[config.mk]
export PLATFORM = sky130hd
export DESIGN_NAME = tdc_uart_tx
export DESIGN_NICKNAME = d
export VERILOG_FILES = /design/src/rtl/tdc_pkg.sv /design/src/rtl/tdc_word_fifo.sv /design/src/rtl/tdc_uart_tx.sv
export SDC_FILE = /design/constraint.sdc
export NUM_CORES = 1
export LEC_CHECK = 0
export CORE_ASPECT_RATIO = 0.7
export CORE_MARGIN = 4
export CORE_UTILIZATION = 55
export CTS_CLUSTER_DIAMETER = 150
export CTS_CLUSTER_SIZE = 16
export DETAILED_ROUTE_END_ITERATION = 12
export GPL_TIMING_DRIVEN = 1
export HOLD_SLACK_MARGIN = 0.03
export PLACE_DENSITY = 0.8
export SLEW_MARGIN = 20
export SYNTH_ARGS = -nofsm -noshare
export SYNTH_HDL_FRONTEND = slang
export SYNTH_SLANG_ARGS = --single-unit
export TNS_END_PERCENT = 10
[constraint.sdc]
create_clock -name iClk -period 10 [get_ports iClk]
set_input_delay 2 -clock iClk [delete_from_list [all_inputs] [get_ports iClk]]
set_output_delay 2 -clock iClk [all_outputs]
set_load 0.02 [all_outputs]
[src/rtl/tdc_pkg.sv]
// Purpose: constants and types shared between the TDC top level and its UART transmit path.
// Contents: word geometry, frame header byte, transmit FSM state type, frame byte selector.
package tdc_pkg;

    localparam int unsigned DIG_OUT     = 24;
    localparam int unsigned COUNTER_DIG = 10;
    localparam int unsigned NUM_DECODE  = 7;
    localparam int unsigned FRAME_BYTES = 4;
    localparam logic [7:0]  SYNC_BYTE   = 8'hA5;

    // One completed TDC measurement as produced by the TDC top level.
    typedef struct packed {
        logic [COUNTER_DIG-1:0] coarse;
        logic [NUM_DECODE-1:0]  dec_start;
        logic [NUM_DECODE-1:0]  dec_stop;
    } tdc_word_t;

    typedef enum logic [1:0] {
        TX_IDLE  = 2'd0,
        TX_START = 2'd1,
        TX_DATA  = 2'd2,
        TX_STOP  = 2'd3
    } tx_state_e;

    // Byte idx of a frame: 0 is the header, 1..3 are the payload MSB byte first.
    function automatic logic [7:0] frame_byte(input tdc_word_t word,
                                              input logic [1:0] idx,
                                              input logic [7:0] sync);
        logic [23:0] flat;
        flat = word;
        case (idx)
            2'd0:    frame_byte = sync;
            2'd1:    frame_byte = flat[23:16];
            2'd2:    frame_byte = flat[15:8];
            default: frame_byte = flat[7:0];
        endcase
    endfunction

endpackage

[src/rtl/tdc_word_fifo.sv]
// Purpose: synchronous word FIFO with first-word-fall-through head for the TDC transmit path.
// Ports:
//   clk, rst          clock, asynchronous active-high reset
//   wr_en, wr_data    write request and word; accepted when not full or when popping on the same edge
//   rd_en             pop the head word (only honoured when not empty)
//   rd_data_c         current head word (combinational view of storage)
//   full_c, empty_c   occupancy flags (combinational from the level register)
//   level             registered occupancy, 0..DEPTH
module tdc_word_fifo #(
    parameter int unsigned WIDTH = 24,
    parameter int unsigned DEPTH = 16
) (
    input  logic                     clk,
    input  logic                     rst,
    input  logic                     wr_en,
    input  logic [WIDTH-1:0]         wr_data,
    input  logic                     rd_en,
    output logic [WIDTH-1:0]         rd_data_c,
    output logic                     full_c,
    output logic                     empty_c,
    output logic [$clog2(DEPTH):0]   level
);

    localparam int unsigned AW = $clog2(DEPTH);
    localparam int unsigned LW = AW + 1;

    logic [WIDTH-1:0] mem [DEPTH];
    logic [AW-1:0]    wr_ptr_q, wr_ptr_d;
    logic [AW-1:0]    rd_ptr_q, rd_ptr_d;
    logic [LW-1:0]    level_q, level_d;
    logic             push_c;
    logic             pop_c;

    assign full_c    = (level_q == LW'(DEPTH));
    assign empty_c   = (level_q == '0);
    assign rd_data_c = mem[rd_ptr_q];
    assign level     = level_q;

    // A pop on the same edge frees the slot a full-FIFO write needs.
    assign pop_c  = rd_en && !empty_c;
    assign push_c = wr_en && (!full_c || pop_c);

    // Pointer and occupancy update.
    always_comb begin
        wr_ptr_d = wr_ptr_q;
        rd_ptr_d = rd_ptr_q;
        level_d  = level_q;
        if (push_c) begin
            wr_ptr_d = wr_ptr_q + AW'(1);
        end
        if (pop_c) begin
            rd_ptr_d = rd_ptr_q + AW'(1);
        end
        case ({push_c, pop_c})
            2'b10:   level_d = level_q + LW'(1);
            2'b01:   level_d = level_q - LW'(1);
            default: level_d = level_q;
        endcase
    end

    always_ff @(posedge clk or posedge rst) begin
        if (rst) begin
            wr_ptr_q <= '0;
            rd_ptr_q <= '0;
            level_q  <= '0;
        end else begin
            wr_ptr_q <= wr_ptr_d;
            rd_ptr_q <= rd_ptr_d;
            level_q  <= level_d;
        end
    end

    // Storage needs no reset: occupancy alone decides what is valid.
    always_ff @(posedge clk) begin
        if (push_c) begin
            mem[wr_ptr_q] <= wr_data;
        end
    end

endmodule

[src/rtl/tdc_uart_tx.sv]
// Purpose: buffers TDC words and sends each as a 4-byte UART 8N1 frame (header, then word MSB byte first).
// Ports:
//   iClk, iRst   system clock, asynchronous active-high reset
//   iTDC         24-bit TDC word, valid when iValid=1
//   iValid       one-cycle strobe for iTDC
//   oTx          UART line, idles high
//   oBusy        high while a frame is being shifted
//   oOverflow    sticky flag: a word was dropped on a full FIFO
//   oLevel       FIFO occupancy
module tdc_uart_tx #(
    parameter int unsigned DIG_OUT      = tdc_pkg::DIG_OUT,
    parameter int unsigned CLKS_PER_BIT = 868,
    parameter int unsigned FIFO_DEPTH   = 16,
    parameter logic [7:0]  SYNC_BYTE    = tdc_pkg::SYNC_BYTE
) (
    input  logic                          iClk,
    input  logic                          iRst,
    input  logic [DIG_OUT-1:0]            iTDC,
    input  logic                          iValid,
    output logic                          oTx,
    output logic                          oBusy,
    output logic                          oOverflow,
    output logic [$clog2(FIFO_DEPTH):0]   oLevel
);

    import tdc_pkg::*;

    localparam int unsigned CW         = (CLKS_PER_BIT > 1) ? $clog2(CLKS_PER_BIT) : 1;
    localparam logic [CW-1:0] BAUD_LAST = CW'(CLKS_PER_BIT - 1);
    localparam logic [1:0]  LAST_BYTE  = 2'(FRAME_BYTES - 1);

    tx_state_e        state_q, state_d;
    logic [CW-1:0]    cnt_q, cnt_d;
    logic [2:0]       bit_q, bit_d;
    logic [1:0]       byte_idx_q, byte_idx_d;
    logic [7:0]       sh_q, sh_d;
    tdc_word_t        word_q, word_d;
    logic             tx_q, tx_d;
    logic             busy_q, busy_d;
    logic             ovf_q, ovf_d;

    logic [DIG_OUT-1:0] head_c;
    logic               full_c;
    logic               empty_c;
    logic               pop_c;
    logic               baud_wrap_c;

    assign pop_c       = (state_q == TX_IDLE) && !empty_c;
    assign baud_wrap_c = (cnt_q == BAUD_LAST);

    tdc_word_fifo #(
        .WIDTH (DIG_OUT),
        .DEPTH (FIFO_DEPTH)
    ) u_fifo (
        .clk       (iClk),
        .rst       (iRst),
        .wr_en     (iValid),
        .wr_data   (iTDC),
        .rd_en     (pop_c),
        .rd_data_c (head_c),
        .full_c    (full_c),
        .empty_c   (empty_c),
        .level     (oLevel)
    );

    // Frame FSM; tx_d/busy_d describe the line during the state being entered.
    always_comb begin
        state_d    = state_q;
        cnt_d      = cnt_q;
        bit_d      = bit_q;
        byte_idx_d = byte_idx_q;
        sh_d       = sh_q;
        word_d     = word_q;
        tx_d       = tx_q;
        busy_d     = busy_q;
        ovf_d      = ovf_q | (iValid & full_c & ~pop_c);

        if (state_q != TX_IDLE) begin
            cnt_d = baud_wrap_c ? '0 : cnt_q + CW'(1);
        end

        case (state_q)
            TX_IDLE: begin
                tx_d   = 1'b1;
                busy_d = 1'b0;
                if (!empty_c) begin
                    // The word is copied out here so later FIFO writes cannot disturb this frame.
                    word_d     = tdc_word_t'(head_c);
                    byte_idx_d = 2'd0;
                    sh_d       = SYNC_BYTE;
                    cnt_d      = '0;
                    state_d    = TX_START;
                    tx_d       = 1'b0;
                    busy_d     = 1'b1;
                end
            end
            TX_START: begin
                if (baud_wrap_c) begin
                    state_d = TX_DATA;
                    bit_d   = 3'd0;
                    tx_d    = sh_q[0];
                end
            end
            TX_DATA: begin
                if (baud_wrap_c) begin
                    if (bit_q == 3'd7) begin
                        state_d = TX_STOP;
                        tx_d    = 1'b1;
                    end else begin
                        bit_d = bit_q + 3'd1;
                        sh_d  = {1'b0, sh_q[7:1]};
                        tx_d  = sh_q[1];
                    end
                end
            end
            TX_STOP: begin
                if (baud_wrap_c) begin
                    if (byte_idx_q != LAST_BYTE) begin
                        byte_idx_d = byte_idx_q + 2'd1;
                        sh_d       = frame_byte(word_q, byte_idx_q + 2'd1, SYNC_BYTE);
                        state_d    = TX_START;
                        tx_d       = 1'b0;
                    end else begin
                        state_d = TX_IDLE;
                        tx_d    = 1'b1;
                        busy_d  = 1'b0;
                    end
                end
            end
            default: begin
                state_d = TX_IDLE;
                tx_d    = 1'b1;
                busy_d  = 1'b0;
            end
        endcase
    end

    always_ff @(posedge iClk or posedge iRst) begin
        if (iRst) begin
            state_q    <= TX_IDLE;
            cnt_q      <= '0;
            bit_q      <= '0;
            byte_idx_q <= '0;
            sh_q       <= '0;
            word_q     <= '0;
            tx_q       <= 1'b1;
            busy_q     <= 1'b0;
            ovf_q      <= 1'b0;
        end else begin
            state_q    <= state_d;
            cnt_q      <= cnt_d;
            bit_q      <= bit_d;
            byte_idx_q <= byte_idx_d;
            sh_q       <= sh_d;
            word_q     <= word_d;
            tx_q       <= tx_d;
            busy_q     <= busy_d;
            ovf_q      <= ovf_d;
        end
    end

    assign oTx       = tx_q;
    assign oBusy     = busy_q;
    assign oOverflow = ovf_q;

endmodule

==> impl_metrics.yaml, run 1 <==
die:
  ios: 35
  die_w_um: 223.9
  die-area_um2: 35620
  placeableCoreArea_um2: 32210
  num_rows: 55
  start_util: 0.5571
  die_y_um: 159.1
timing:
  rsz0062_at_grt: "no"
  min_period_ns: 4.242
  worst_pin_slew_ns: 1.159
  finalMaxSlewViolations: 0
  timing.slew.headroom: 0.2273
  finClkSkew_ns: 0.01706
  period_share: 0.4242
  fin_setup_tns_ns: 0
  clock.fmax_ghz: 0.2357
  setup_viol: 0
  hold_viol_final: 0
grt:
  gr-total-overflow: 0
  grt_max_degree: 66
  grt_pass1_vias: 8865
  grtUsageMet3: 0.06303
  grt_pass1_wl_um: 57110
  grtUsageMet2: 0.2976
  antenna_found_initial: 2
  track_usage: 0.2144
  met1_usage: 0.3429
  grt.busiest_layer: "met1"
critical_path:
  critPathLaunchType: "input port"
  crit_type: "input port to flop"
  required_ns: 10.21
  crit_slowest_cell: "nor3_2"
  cp.buffers_inverters: 2
  cp_max_fo: 15
  arrival_ns: 4.46
  critPathTopFamily: "simple AND/OR/NAND/NOR gates"
  critPathMaxStageDelay_ns: 0.75
  cp-end-kind: "flop"
  cp_cell_sequence: "clkdlybuf4s50_1 -> o31a_1 -> nand2_1 -> nor3_2 -> buf_4"
power_and_ir_drop:
  cellPowerDensity_nw_per_um2: 198.8
  power.total_w: 0.003926
  total_leakage_power_nw: 6.335
  ir_drop_mv: 0.1742
finish:
  n_antenna_cell: 0
  seqCellArea_um2: 13170
  drive_gt1_frac: 0.1885
  multi_input_area_um2: 4572
  nFillCells: 2191
  area_growth_pct: 10.05
  final_common_cell: "edfxtp_1"
  most-common-layout-cells: "edfxtp_1, mux4_2, dfrtp_1"
  nets: 1005
clock_network:
  cts.repair.resized: 0
  clkSinkCount: 449
  clock_path_buffers: 3
  clock_latency_ns: 0.54
  hold_buffers: 0
  path_clk_slew_ns: 0.07
  htreeDepth: 2
  cts_root_buf: "clkbuf_16"
  cts_setup_buffers: 0
  cts_made_buffers: 34
  cts_tree: "built"
synth:
  synth_mux_area_frac: 0.1402
  netlist_instances: 936
  synth_cell_type_count: 51
  syn_area_um2: 17940
  synth-xor-area-share: 0.006346
  syn_nets: 984
  synthArstFlopShare: 0.1448
  postSynthAreaPerCell_um2: 19.17
  ys_ff_latch: 449
  yosysWarningCount: 0
  synthSimpleGateAreaFrac: 0.02797
  synth-compound-area-share: 0.05914
  synth-seq-area-share: 0.7335
  synth_edf_count: 384
  synth_top_family_by_area: "multiplexers"
  synth_flop_cell: "edfxtp_1"
  synth_adder_area_share: 0.01465
route:
  drc_errors: 0
  postRouteAntennaNets: 0
  via_per_inst: 6.420
  vias: 8975
  first_pass_iters: 5
  wl_per_cell_um: 26.89
  first_iter_violations: 1147
  wl_um: 37600
place:
  hpwl_um: 22860
  portBuffers: 34
  gp_congestion: 0.8481
status:
  outcome: "completed"
flow_run:
  cap_violations: 0
worst_hold_path:
  hold_path.class: "flop to flop"
## registers in the layout (all words and copies together) (netlist names), 2 cells and up
| signal | cells |
|---|---|
| cnt_q | 10 |
| u_fifo.mem | 384 |
| word_q | 24 |
| sh_q | 8 |
| state_q | 2 |
| u_fifo.wr_ptr_q | 4 |
| bit_q | 3 |
| u_fifo.level | 5 |
| u_fifo.rd_ptr_q | 4 |
| byte_idx_q | 2 |
## synth_stat cells, types with 2 or more instances
| master | number | area share |
|---|---|---|
| nand4_1 | 7 | 0.0024 |
| edfxtp_1 | 384 | 0.64 |
| a211oi_1 | 26 | 0.011 |
| clkbuf_1 | 29 | 0.0061 |
| xnor2_1 | 9 | 0.0044 |
| o21ai_0 | 28 | 0.0078 |
| a21oi_1 | 13 | 0.0036 |
| nor2b_1 | 4 | 0.0014 |
| or2_2 | 3 | 0.0010 |
| mux2_2 | 10 | 0.0063 |
| inv_1 | 18 | 0.0038 |
| mux2i_1 | 24 | 0.013 |
| a31oi_1 | 7 | 0.0024 |
| nand2_1 | 26 | 0.0054 |
| or4_1 | 3 | 0.0013 |
| o22ai_1 | 24 | 0.0084 |
| nor3_1 | 7 | 0.0020 |
| nor3b_1 | 2 | 0.00084 |
| or3_1 | 2 | 0.00070 |
| nand3_1 | 5 | 0.0014 |
| nand2b_1 | 5 | 0.0017 |
| nor2_1 | 18 | 0.0038 |
| a221oi_1 | 5 | 0.0024 |
| dfrtp_1 | 64 | 0.089 |
| buf_1 | 4 | 0.00084 |
| a21o_1 | 27 | 0.011 |
| and3_1 | 2 | 0.00070 |
| buf_2 | 25 | 0.0070 |
| xor2_1 | 4 | 0.0020 |
| ha_1 | 21 | 0.015 |
| and3b_1 | 2 | 0.00098 |
| o211ai_1 | 2 | 0.00084 |
| a22o_1 | 9 | 0.0044 |
| mux4_2 | 96 | 0.12 |
| and2_1 | 2 | 0.00070 |
| a22oi_1 | 4 | 0.0017 |
## cell type report
| class | instances | share of cell area |
|---|---|---|
| tap | 427 | 0.02706 |
| timing repair buffer | 44 | 0.02104 |
| multi-input combinational | 410 | 0.2316 |
| inverter | 18 | 0.003422 |
| sequential | 449 | 0.6669 |
| clock inverter | 1 | 0.0008238 |
| clock buffer | 49 | 0.04918 |
## routing by layer
metal / share of wire / vias up / routed length, um
met3: 0.10 / 62 / 3857
li1: - / 3831 / -
met4: 0.018 / 4 / 688
met5: 0.00059 / - / 22
met1: 0.44 / 4684 / 16430
met2: 0.44 / 394 / 16600
## per-stage QoR
step / setup slack, ns / hold WS (ns) / cells / util / cell area, um^2
after floorplan: 5.480 / 0.4443 / 936 / - / 17940
after global placement: 5.278 / 0.4595 / 1348 / 0.5824 / 18760
after detailed placement: 5.218 / 0.4618 / 1348 / 0.5824 / 18760
after CTS: 5.758 / 0.4788 / 1398 / 0.6131 / 19740
after global routing: 5.602 / 0.5017 / 1398 / 0.6131 / 19740
final: 5.758 / 0.4771 / 1398 / 0.6131 / 19740
## where the power goes
part	switching [W]	leakage, nW	internal, W
Combinational	0.000243	1.62	0.000114
Clock	0.000607	0.477	0.000675
Sequential	0.0000718	4.24	0.00221
Total	0.000922	6.34	0.00300
## logic make-up after synthesis
group | after synthesis
flops | 449
compound gates | 154
mux | 130
simple gates | 92
buf+inv | 77
fa+ha+maj | 21
xor+xnor | 13
## final timing paths
kind	cells past startpoint	end	slack, ns	from
worst max-delay path	5	u_fifo.mem[1][18]	5.76	iValid
worst min-delay path	1	word_q[0]	0.48	word_q[0]
worst max register to register	11	u_fifo.level[4]	6.24	u_fifo.level[1]
worst min register to register	1	word_q[0]	0.48	word_q[0]
max in group asynchronous	3	u_fifo.rd_ptr_q[2]	7.36	iRst
min in group asynchronous	3	u_fifo.level[3]	2.03	iRst
## worst reg2reg max path, delay by kind of cell, from the launching register on
family | cells | cell delay (ns)
buf+inv | 2 | 0.80
compound gates | 4 | 0.72
fa+ha+maj | 2 | 0.64
flops | 1 | 0.47
xor+xnor | 2 | 0.34
simple gates | 1 | 0.68
Power figures use the tool's default switching activity.
==> inputs of run 2 (changes only) <==
- clock period: 10 -> 3.95 ns (I/O delays scaled with it)
==> run 2 against run 1 <==
Net effect:
- critical path depth increased by 6
- sequential power increased to 2.5 times the previous value
- die area unchanged
- via count decreased by 0.53%
- largest power group unchanged
- hold slack improved by 0.0013 ns
- final cell count increased by 1.6%
- worst setup slack got worse by 5.1 ns
- sequential share of layout area decreased by 0.51 points
- routed wire length decreased by 1.7%
- global-route usage decreased by 0.56 points
- clock-buffer cell count increased by 3
==> impl_metrics.yaml, run 2 (synthesized netlist as in run 1, its figures left out) <==
status:
  outcome: "completed"
grt:
  grt_max_degree: 51
  grt_pass1_vias: 8911
  track_usage: 0.2088
  antenna_found_initial: 0
  gr-total-overflow: 0
  grt_pass1_wl_um: 56690
critical_path:
  critPathTopFamily: "compound AO/OA/AOI/OAI gates"
  critPathMaxStageDelay_ns: 0.70
  crit_type: "flop to flop"
  required_ns: 4.37
  cp-end-kind: "flop"
  cp_cell_sequence: "or4_1 -> o31a_1 -> buf_4 -> inv_1 -> ha_1 -> xor2_1 -> ha_1 -> o211a_1 -> o31ai_1 -> a31oi_1 -> xnor2_1"
  critPathLaunchType: "flop"
  cp.buffers_inverters: 2
  cpMostUsedCell: "ha_1"
  arrival_ns: 3.68
  crit_slowest_cell: "or4_1"
  cp_max_fo: 9
timing:
  clock.fmax_ghz: 0.3064
  worst_pin_slew_ns: 0.9881
  finalMaxSlewViolations: 0
  timing.slew.headroom: 0.3413
  min_period_ns: 3.264
  period_share: 0.8264
  rsz0062_at_grt: "no"
  setup_viol: 0
  finClkSkew_ns: 0.01515
  fin_setup_tns_ns: 0
  hold_viol_final: 0
die:
  die_w_um: 223.9
  num_rows: 55
  ios: 35
  start_util: 0.5571
  die_y_um: 159.1
  placeableCoreArea_um2: 32210
  die-area_um2: 35620
finish:
  finalInstanceArea_um2: 19900
  drive_gt1_frac: 0.2014
  n_antenna_cell: 0
  reg_top3: "u_fifo.mem: 384 flops, word_q: 24 flops, cnt_q: 10 flops"
  largest_register: "u_fifo.mem"
  most-common-layout-cells: "edfxtp_1, mux4_2, dfrtp_1"
  largest_reg_flops: 384
  area_growth_pct: 10.89
  nets: 1023
  final_common_cell: "edfxtp_1"
place:
  gp_congestion: 0.8305
  hpwl_um: 22590
  portBuffers: 34
  place_area_um2: 18930
route:
  first_iter_violations: 1080
  vias: 8927
  drc_errors: 0
  wl_per_cell_um: 26.02
  wl_um: 36950
  postRouteAntennaNets: 0
  first_pass_iters: 5
  via_per_inst: 6.287
clock_network:
  cts.repair.resized: 0
  path_clk_slew_ns: 0.08
  clock_path_buffers: 3
  htreeDepth: 2
  clock_latency_ns: 0.53
  cts_made_buffers: 34
  cts_root_buf: "clkbuf_16"
  hold_buffers: 0
  cts_setup_buffers: 0
  clkSinkCount: 449
  cts_tree: "built"
power_and_ir_drop:
  total_leakage_power_nw: 6.424
  ir_drop_mv: 0.4097
  cellPowerDensity_nw_per_um2: 498.1
flow_run:
  cap_violations: 0
worst_hold_path:
  hold_path.class: "flop to flop"
[run 2: power breakdown]
part | leakage (nW) | total [W] | switching, W | internal (W)
Sequential | 4.24 | 0.00578 | 0.000177 | 0.00560
Clock | 0.463 | 0.00321 | 0.00155 | 0.00165
Combinational | 1.72 | 0.000924 | 0.000609 | 0.000315
Total | 6.42 | 0.00991 | 0.00234 | 0.00757
[run 2: cell type report]
class | count | area (um^2)
timing repair buffer | 62 | 588.1
sequential | 449 | 13170
tap | 427 | 534.3
multi-input combinational | 410 | 4572
inverter | 18 | 68.82
clock inverter | 2 | 25.02
clock buffer | 52 | 939.7
fill | 2199 | 12310
[run 2: stage by stage]
| stage | cells | utilization | total power, W | setup WS, ns | hold WS, ns |
|---|---|---|---|---|---|
| 2_1_floorplan | 936 | - | 0.006312 | 0.4512 | 0.4443 |
| 3_3_place_gp | 1366 | 0.5878 | 0.006751 | 0.8014 | 0.4567 |
| 3_5_place_dp | 1366 | 0.5878 | 0.006799 | 0.7396 | 0.4508 |
| 4_1_cts | 1420 | 0.6177 | 0.009973 | 0.7242 | 0.4717 |
| 5_1_grt | 1420 | 0.6178 | 0.01028 | 0.5248 | 0.4969 |
| 6_report | 1420 | 0.6178 | 0.009909 | 0.6858 | 0.4785 |
[run 2: path summary, 6_finish.rpt]
kind	from	to	slack, ns	cells after the start
max	u_fifo.level[1]	u_fifo.level[4]	0.69	11
min	oOverflow	oOverflow	0.48	1
max reg2reg	u_fifo.level[1]	u_fifo.level[4]	0.69	11
min reg2reg	oOverflow	oOverflow	0.48	1
max in group asynchronous	iRst	u_fifo.rd_ptr_q[3]	2.56	3
min in group asynchronous	iRst	u_fifo.level[1]	0.72	2
[run 2: layer usage]
layer  global-route usage  vias up  share of wire
met4              0.04032        0          0.015
li1                     -     3870              -
met5                    0        -              0
met3              0.04018       37          0.079
met2               0.3175      376           0.47
met1               0.3247     4644           0.43
==> inputs of run 3 (changes only) <==
- clock period: 3.95 -> 3.15 ns (I/O delays scaled with it)
==> run 3 against run 2 <==
Net effect:
- clock-buffer cell count rose by 9
- highest routed layer unchanged
- sequential cell count did not move
- sequential power rose by 25%
- hold slack got worse by 0.010 ns
- worst setup slack got worse by 0.44 ns
- combinational power rose by 34%
- final cell count rose by 1.9%
- utilization rose by 0.75 points
- clock power rose by 29%
- global-route usage rose by 0.050 points
==> impl_metrics.yaml, run 3 (synthesized netlist as in run 1, its figures left out) <==
status:
  outcome: "completed"
power_and_ir_drop:
  p_sw_frac: 0.2333
  pwr-share-comb: 0.098
  intPower_w: 0.009662
  cellPowerDensity_nw_per_um2: 625.8
  total_leakage_power_nw: 6.562
  pwr-share-seq: 0.573
  power.switching_w: 0.002940
  pwr-share-clk: 0.329
  ir_drop_mv: 0.4605
  power.total_w: 0.01260
timing:
  rsz0062_at_grt: "no"
  finClkSkew_ns: 0.01894
  clock.fmax_ghz: 0.3448
  period_share: 0.9208
  setup_viol: 0
  fin_ws_ns: 0.2495
  finalMaxSlewViolations: 0
  timing.slew.headroom: 0.4757
  worst_pin_slew_ns: 0.7829
  hold_viol_final: 0
  min_period_ns: 2.900
critical_path:
  required_ns: 3.57
  cp-end-kind: "flop"
  reg2regPathDepth: 10
  critPathLaunchType: "flop"
  timing.rr.start: "u_fifo.level[0]"
  arrival_ns: 3.32
  cp_max_fo: 8
  rrSetupSlack_ns: 0.25
  reg2reg_to: "u_fifo.level[4]"
  crit_start: "u_fifo.level[0]"
  crit_type: "flop to flop"
route:
  first_iter_violations: 1050
  drc_errors: 0
  postRouteAntennaNets: 0
  via_per_inst: 6.280
  wl_per_cell_um: 25.52
  wl_um: 36930
  vias: 9087
  first_pass_iters: 5
finish:
  final_common_cell: "edfxtp_1"
  most-common-layout-cells: "edfxtp_1, mux4_2, dfrtp_1"
  n_antenna_cell: 0
  nets: 1042
  largest_register: "u_fifo.mem"
  area_growth_pct: 12.23
  final_util: 0.6252
  largest_reg_flops: 384
  reg_top3: "u_fifo.mem: 384 flops, word_q: 24 flops, cnt_q: 10 flops"
  final_cells: 1447
  drive_gt1_frac: 0.2157
  finalInstanceArea_um2: 20140
die:
  placeableCoreArea_um2: 32210
  die-area_um2: 35620
  start_util: 0.5571
  ios: 35
  num_rows: 55
  die_w_um: 223.9
  die_y_um: 159.1
clock_network:
  clock_path_buffers: 3
  cts.repair.resized: 0
  cts_made_buffers: 34
  path_clk_slew_ns: 0.08
  clock_latency_ns: 0.53
  cts_tree: "built"
  cts_root_buf: "clkbuf_16"
  htreeDepth: 2
  clkSinkCount: 449
  cts_setup_buffers: 0
  hold_buffers: 0
place:
  portBuffers: 34
  place_area_um2: 19100
  post-place-cells: 1385
  hpwl_um: 23010
  gp_congestion: 0.8762
  pre_cts_slack_ns: 0.2794
grt:
  grt_pass1_vias: 9278
  gr-total-overflow: 0
  track_usage: 0.2093
  antenna_found_initial: 0
  grt_max_degree: 51
  grt_pass1_wl_um: 56990
worst_hold_path:
  hold_path.class: "flop to flop"
  hold_depth: 1
  min_from: "oOverflow"
  min_to: "oOverflow"
flow_run:
  cap_violations: 0
-- run 3: cell types whose count changed in the layout (fill, tap and decap cells not counted), moves of 2 or more --
cell	delta
clkbuf_1	+7
buf_4	+17
buf_12	+2
clkbuf_16	+2
-- run 3: power groups by stage --
stage	Combinational (W)	Clock [W]	Sequential [W]
detailed placement	0.00124	0	0.00735
floorplan	0.000606	0	0.00731
global placement	0.00121	0	0.00731
CTS	0.00125	0.00423	0.00722
global route	0.00133	0.00449	0.00726
finish	0.00124	0.00415	0.00722
-- run 3: routing by layer --
metal,wire length [um],part of all wire,global-route usage,vias to the layer above
met5,0,0,0,-
met1,16360,0.44,0.3266,4775
met2,17310,0.47,0.3157,336
met4,637,0.017,0.04453,0
li1,-,-,-,3926
met3,2633,0.071,0.03926,50
-- run 3: worst max path at each step --
| stage | endpoint | cells after the start |
|---|---|---|
| after floorplan | u_fifo.mem[0][0] | 7 |
| after CTS | u_fifo.level[4] | 10 |
| after global placement | u_fifo.level[4] | 10 |
| after detailed placement | u_fifo.level[4] | 10 |
| after global routing | u_fifo.level[4] | 10 |
| final | u_fifo.level[4] | 10 |
-- run 3: cell type report --
| class | instances | area [um^2] |
|---|---|---|
| inverters | 18 | 67.56 |
| flip-flops and latches | 449 | 13170 |
| clock inverters | 1 | 16.27 |
| multi-input cells | 410 | 4578 |
| repair buffers | 81 | 755.7 |
| well taps | 427 | 534.3 |
| clock buffers | 61 | 1016 |
| fillers | 2196 | 12070 |
-- run 3: per-stage QoR --
| stage | TNS (ns) | hold WS [ns] |
|---|---|---|
| after global placement | 0 | 0.4419 |
| after CTS | 0 | 0.4734 |
| after detailed placement | 0 | 0.4558 |
| after global routing | 0 | 0.5136 |
| after floorplan | -22.67 | 0.4443 |
| final | 0 | 0.4682 |
-- run 3: critical path: stages (launching register included) --
cell and delay (ns):
dfrtp_1 0.44, or4_1 0.69, o21ai_4 0.18, inv_1 0.15, ha_1 0.25, buf_4 0.17
ha_1 0.32, o211a_1 0.13, o31ai_1 0.24, a31oi_1 0.09, xnor2_1 0.13
==> RTL change 1: new RTL, flow settings as in run 3 <==
Set the package constant `DIG_OUT` to 12 (it was 24).
--- a/src/rtl/tdc_pkg.sv
+++ b/src/rtl/tdc_pkg.sv
@@ -2,7 +2,7 @@
 // Contents: word geometry, frame header byte, transmit FSM state type, frame byte selector.
 package tdc_pkg;
 
-    localparam int unsigned DIG_OUT     = 24;
+    localparam int unsigned DIG_OUT     = 12;
     localparam int unsigned COUNTER_DIG = 10;
     localparam int unsigned NUM_DECODE  = 7;
     localparam int unsigned FRAME_BYTES = 4;
Interface: changed (resized iTDC); port bits go from 35 to 23. The function was not compared with the original's and may differ.
==> RTL change 1 against run 3 <==
Total power shrank 20%; sequential share of layout area is 3.5 points lower; final area down 43%; count of clock-buffer cells in the layout down 29; worst hold slack lost 0.0047 ns; combinational power rose to 2.8 times the old value; sequential cell count shrank 204; worst setup slack got worse by 0.058 ns; maximum frequency down 1.9%; sequential power down 39%; synthesized cell count decreased by 37%; synthesized area shrank 43%; clock skew fell by 0.0079 ns; wire length decreased by 43%; critical endpoint unchanged; highest routed layer unchanged.
==> RTL change 1: results (changes against run 3) <==
status: "finished clean"
fin_cells: 884  # -39%
async_reset_ff_share_pct: 21.6  # +7.2 points
placed_area_mm2: 0.0109  # -43%
grt_util_met1_pct: 31.0  # -1.7 points
avgSynthCellArea_um2: 17.3  # -9.9%
grt_max_degree: 30  # -41%
synth-compound-area-share_pct: 7.26  # +1.3 points
wl_per_cell_um: 23.8  # -6.7%
largestRegisters: "u_fifo.mem (192), word_q (12), cnt_q (10)"
cts_buffers: 19  # -44%
synth_edf_count: 192  # -50%
crit_arrival_ns: 3.34  # +0.02 ns
drive_gt1_share_pct: 20.4  # -1.2 points
dp_hpwl_mm: 13.7  # -41%
swShare_pct: 32.4  # +9.1 points
ys_top_cells_by_count: "edfxtp_1, dfrtp_1, mux4_2"
vias: 5696  # -37%
cts-htree-levels: 1  # -1
gp_congestion: 0.847  # -3.3%
grt_pass1_wl_mm: 32.9  # -42%
pwr-share-clk_pct: 21.9  # -11 points
fin_worst_skew_ns: 0.0111  # -0.00788 ns
dp_slack_ns: 0.243  # -0.0362 ns
num-fill-cells: 1265  # -42%
clk_latency_ns: 0.48  # -0.05 ns
p_leak_nw: 4.06  # -38%
ir_worst_vdd_mv: 0.481  # +4.4%
max_slew_margin_pct: 38.0  # -9.6 points
port_buffers: 22  # -35%
met2_usage_pct: 33.4  # +1.9 points
==> RTL change 1: cell count changes in the layout (fill, tap and decap cells not counted), sizes merged, moves of 13 or more <==
cell	delta
a211oi	-13
a21o	-13
buf	-14
o22ai	-13
edfxtp	-192
o21ai	-14
mux4	-47
clkbuf	-29
==> RTL change 1: final cells by class <==
class	count	area [um^2]	area share, %
sequential	245	7100	61.9
tap	236	295	2.58
inverter	19	71.3	0.622
timing repair buffer	55	505	4.41
clock inverter	1	16.3	0.142
clock buffer	32	524	4.58
multi-input combinational	296	2950	25.7
==> RTL change 1: final timing paths <==
path                                 endpoint  slack [ns]  cells after the start
setup reg to reg              u_fifo.level[4]        0.19                     10
hold reg to reg                     oOverflow        0.46                      1
setup / recovery              u_fifo.level[4]        0.19                     10
max in group asynchronous  u_fifo.rd_ptr_q[2]        2.07                      3
hold / removal                      oOverflow        0.46                      1
min in group asynchronous  u_fifo.wr_ptr_q[2]        0.52                      2
==> RTL change 2: new RTL, settings of run 3 <==
Made on the original files. Take the reset off `sh_q` and load it in a clocked block of its own.
--- a/src/rtl/tdc_uart_tx.sv
+++ b/src/rtl/tdc_uart_tx.sv
@@ -141,7 +141,6 @@
             cnt_q      <= '0;
             bit_q      <= '0;
             byte_idx_q <= '0;
-            sh_q       <= '0;
             word_q     <= '0;
             tx_q       <= 1'b1;
             busy_q     <= 1'b0;
@@ -151,12 +150,15 @@
             cnt_q      <= cnt_d;
             bit_q      <= bit_d;
             byte_idx_q <= byte_idx_d;
-            sh_q       <= sh_d;
             word_q     <= word_d;
             tx_q       <= tx_d;
             busy_q     <= busy_d;
             ovf_q      <= ovf_d;
         end
+    end
+
+    always_ff @(posedge iClk) begin
+        sh_q <= sh_d;
     end
 
     assign oTx       = tx_q;
Behaviour: same outputs for any inputs over 10 cycles, from zero or initial values and one cycle with iRst high; that may be too few to reach the edited logic, so the function may still have changed.
==> RTL change 2 against run 3 <==
Via count is 0.20% higher; final area shrank 0.46%; worst setup slack better by 0.057 ns; sequential cell count did not move; total power decreased by 0.74%; wire length rose by 1.4%; synthesized area grew 0.10%; critical path depth stayed put; highest routed layer unchanged.
==> RTL change 2: results (changes against run 3) <==
clkTransAtPathRegs_ns: 0.07
crit_path_max_fanout: 9  # +1
status: "finished clean"
dp_hpwl_mm: 23.2  # +0.74%
ir_worst_vdd_mv: 0.452  # -1.9%
ys_top_cells_by_count: "edfxtp_1, mux4_2, dfrtp_1"
ctsResizeCount: 0  # unchanged
grt_usage_pct: 21.1  # +0.22 points
synth_edf_count: 392  # +2.1%
clk_latency_ns: 0.54
seq_area_frac_synth_pct: 73.5  # +0.15 points
syn_nets: 982  # -0.20%
synth.top_cell.area_share_pct: 65.5  # +1.3 points
cts_buffer_depth: 3  # unchanged
synth_cell_type_count: 61  # +20%
synthFlopType: "edfxtp_1"
ys.warnings.count: 0  # unchanged
drive_gt1_share_pct: 23.8  # +2.3 points
maxSlewViolCount: 0  # unchanged
hold_class: "register to register"
synthTopCellsByArea: "edfxtp_1, mux4_2, dfrtp_1"
cts_hold_buffers: 0  # unchanged
largestRegisters: "u_fifo.mem (384), word_q (24), cnt_q (10)"
fin_worst_skew_ns: 0.0294  # +0.0104 ns
layout.nets: 1034  # -0.77%
gp_congestion: 0.840  # -4.1%
root_buffer: "clkbuf_16"
drtIter0Drc: 1093  # +4.1%
syn_area_mm2: 0.0180  # +0.10%
p_leak_nw: 6.41  # -2.4%
cts_buffers: 34  # unchanged
antenna_found_initial: 0  # unchanged
vias: 9105  # +0.20%
cts-htree-levels: 2  # unchanged
grt_max_degree: 55  # +7.8%
diodes: 0  # unchanged
routed_wl_mm: 37.4  # +1.4%
avgSynthCellArea_um2: 19.2  # +0.32%
grt_pass1_vias: 9162  # -1.3%
postCtsSetupBuffers: 0  # unchanged
fin_cells: 1438  # -0.62%
firstDrtPassIters: 5  # unchanged
max_slew_margin_pct: 37.5  # -10 points
grt_pass1_wl_mm: 57.2  # +0.31%
crit_arrival_ns: 3.28  # -0.04 ns
async_reset_ff_share_pct: 12.7  # -1.8 points
port_buffers: 34  # unchanged
## RTL change 2: worst paths after layout
path                            slack (ns)            endpoint  depth (start not counted)            start
max in group asynchronous             2.02  u_fifo.wr_ptr_q[1]                          3             iRst
worst min register to register        0.46           oOverflow                          1        oOverflow
min in group asynchronous             0.51            cnt_q[4]                          2             iRst
worst min-delay path                  0.46           oOverflow                          1        oOverflow
worst max-delay path                  0.31     u_fifo.level[4]                         10  u_fifo.level[1]
worst max register to register        0.31     u_fifo.level[4]                         10  u_fifo.level[1]
## RTL change 2: cells by family (layout without fill, tap and decap cells)
| logic type | after synthesis | in the layout | share of synthesized area (%) |
|---|---|---|---|
| flip-flops | 449 | 449 | 73.5 |
| AO/OA/AOI/OAI | 148 | 148 | 5.41 |
| multiplexers | 125 | 125 | 13.9 |
| AND/OR/NAND/NOR | 102 | 102 | 2.94 |
| buffers and inverters | 75 | 152 | 2.13 |
| adder cells (fa/ha/maj) | 21 | 21 | 1.46 |
| XOR/XNOR | 14 | 14 | 0.683 |
## RTL change 2: area by class of cell
class	count	area, um^2
Multi-Input combinational cell	410	4470
Fill cell	2170	12200
Tap cell	427	534
Clock buffer	57	937
Timing Repair Buffer	78	796
Clock inverter	4	50.0
Sequential cell	449	13200
Inverter	13	48.8
## RTL change 2: where the power goes
group / internal, mW / total (mW) / switching (mW)
registers: 7.03 / 7.26 / 0.229
clock network: 2.06 / 4.03 / 1.96
logic: 0.453 / 1.22 / 0.766
## RTL change 2: routing by layer
layer	track usage, %	vias up	part of all wire (%)
met5	0	-	0
met4	4.45	0	1.7
met3	5.79	51	9.6
met2	30.8	398	46
met1	32.8	4745	43
li1	-	3911	-
## RTL change 2: per-stage QoR
| step | utilization [%] | setup slack, ns | setup TNS [ns] | hold WS [ns] | area (um^2) |
|---|---|---|---|---|---|
| 2_1_floorplan | - | -0.206 | -14.03 | 0.494 | 18000 |
| 3_5_place_dp | 59.0 | 0.180 | 0 | 0.446 | 19100 |
| 4_1_cts | 62.1 | 0.178 | 0 | 0.463 | 20000 |
| 5_1_grt | 62.1 | 0.110 | 0 | 0.508 | 20000 |
| 3_3_place_gp | 59.0 | 0.305 | 0 | 0.441 | 19100 |
| 6_report | 62.1 | 0.307 | 0 | 0.462 | 20000 |
## RTL change 2: worst max-delay path: stages, from the launching register on
cell     delay [ns]
dfrtp_1        0.48
or4_4          0.61
o31a_1         0.28
inv_1          0.09
ha_2           0.29
xor2_1         0.12
ha_1           0.23
o211a_1        0.23
o31ai_1        0.20
a31oi_1        0.08
xnor2_1        0.13
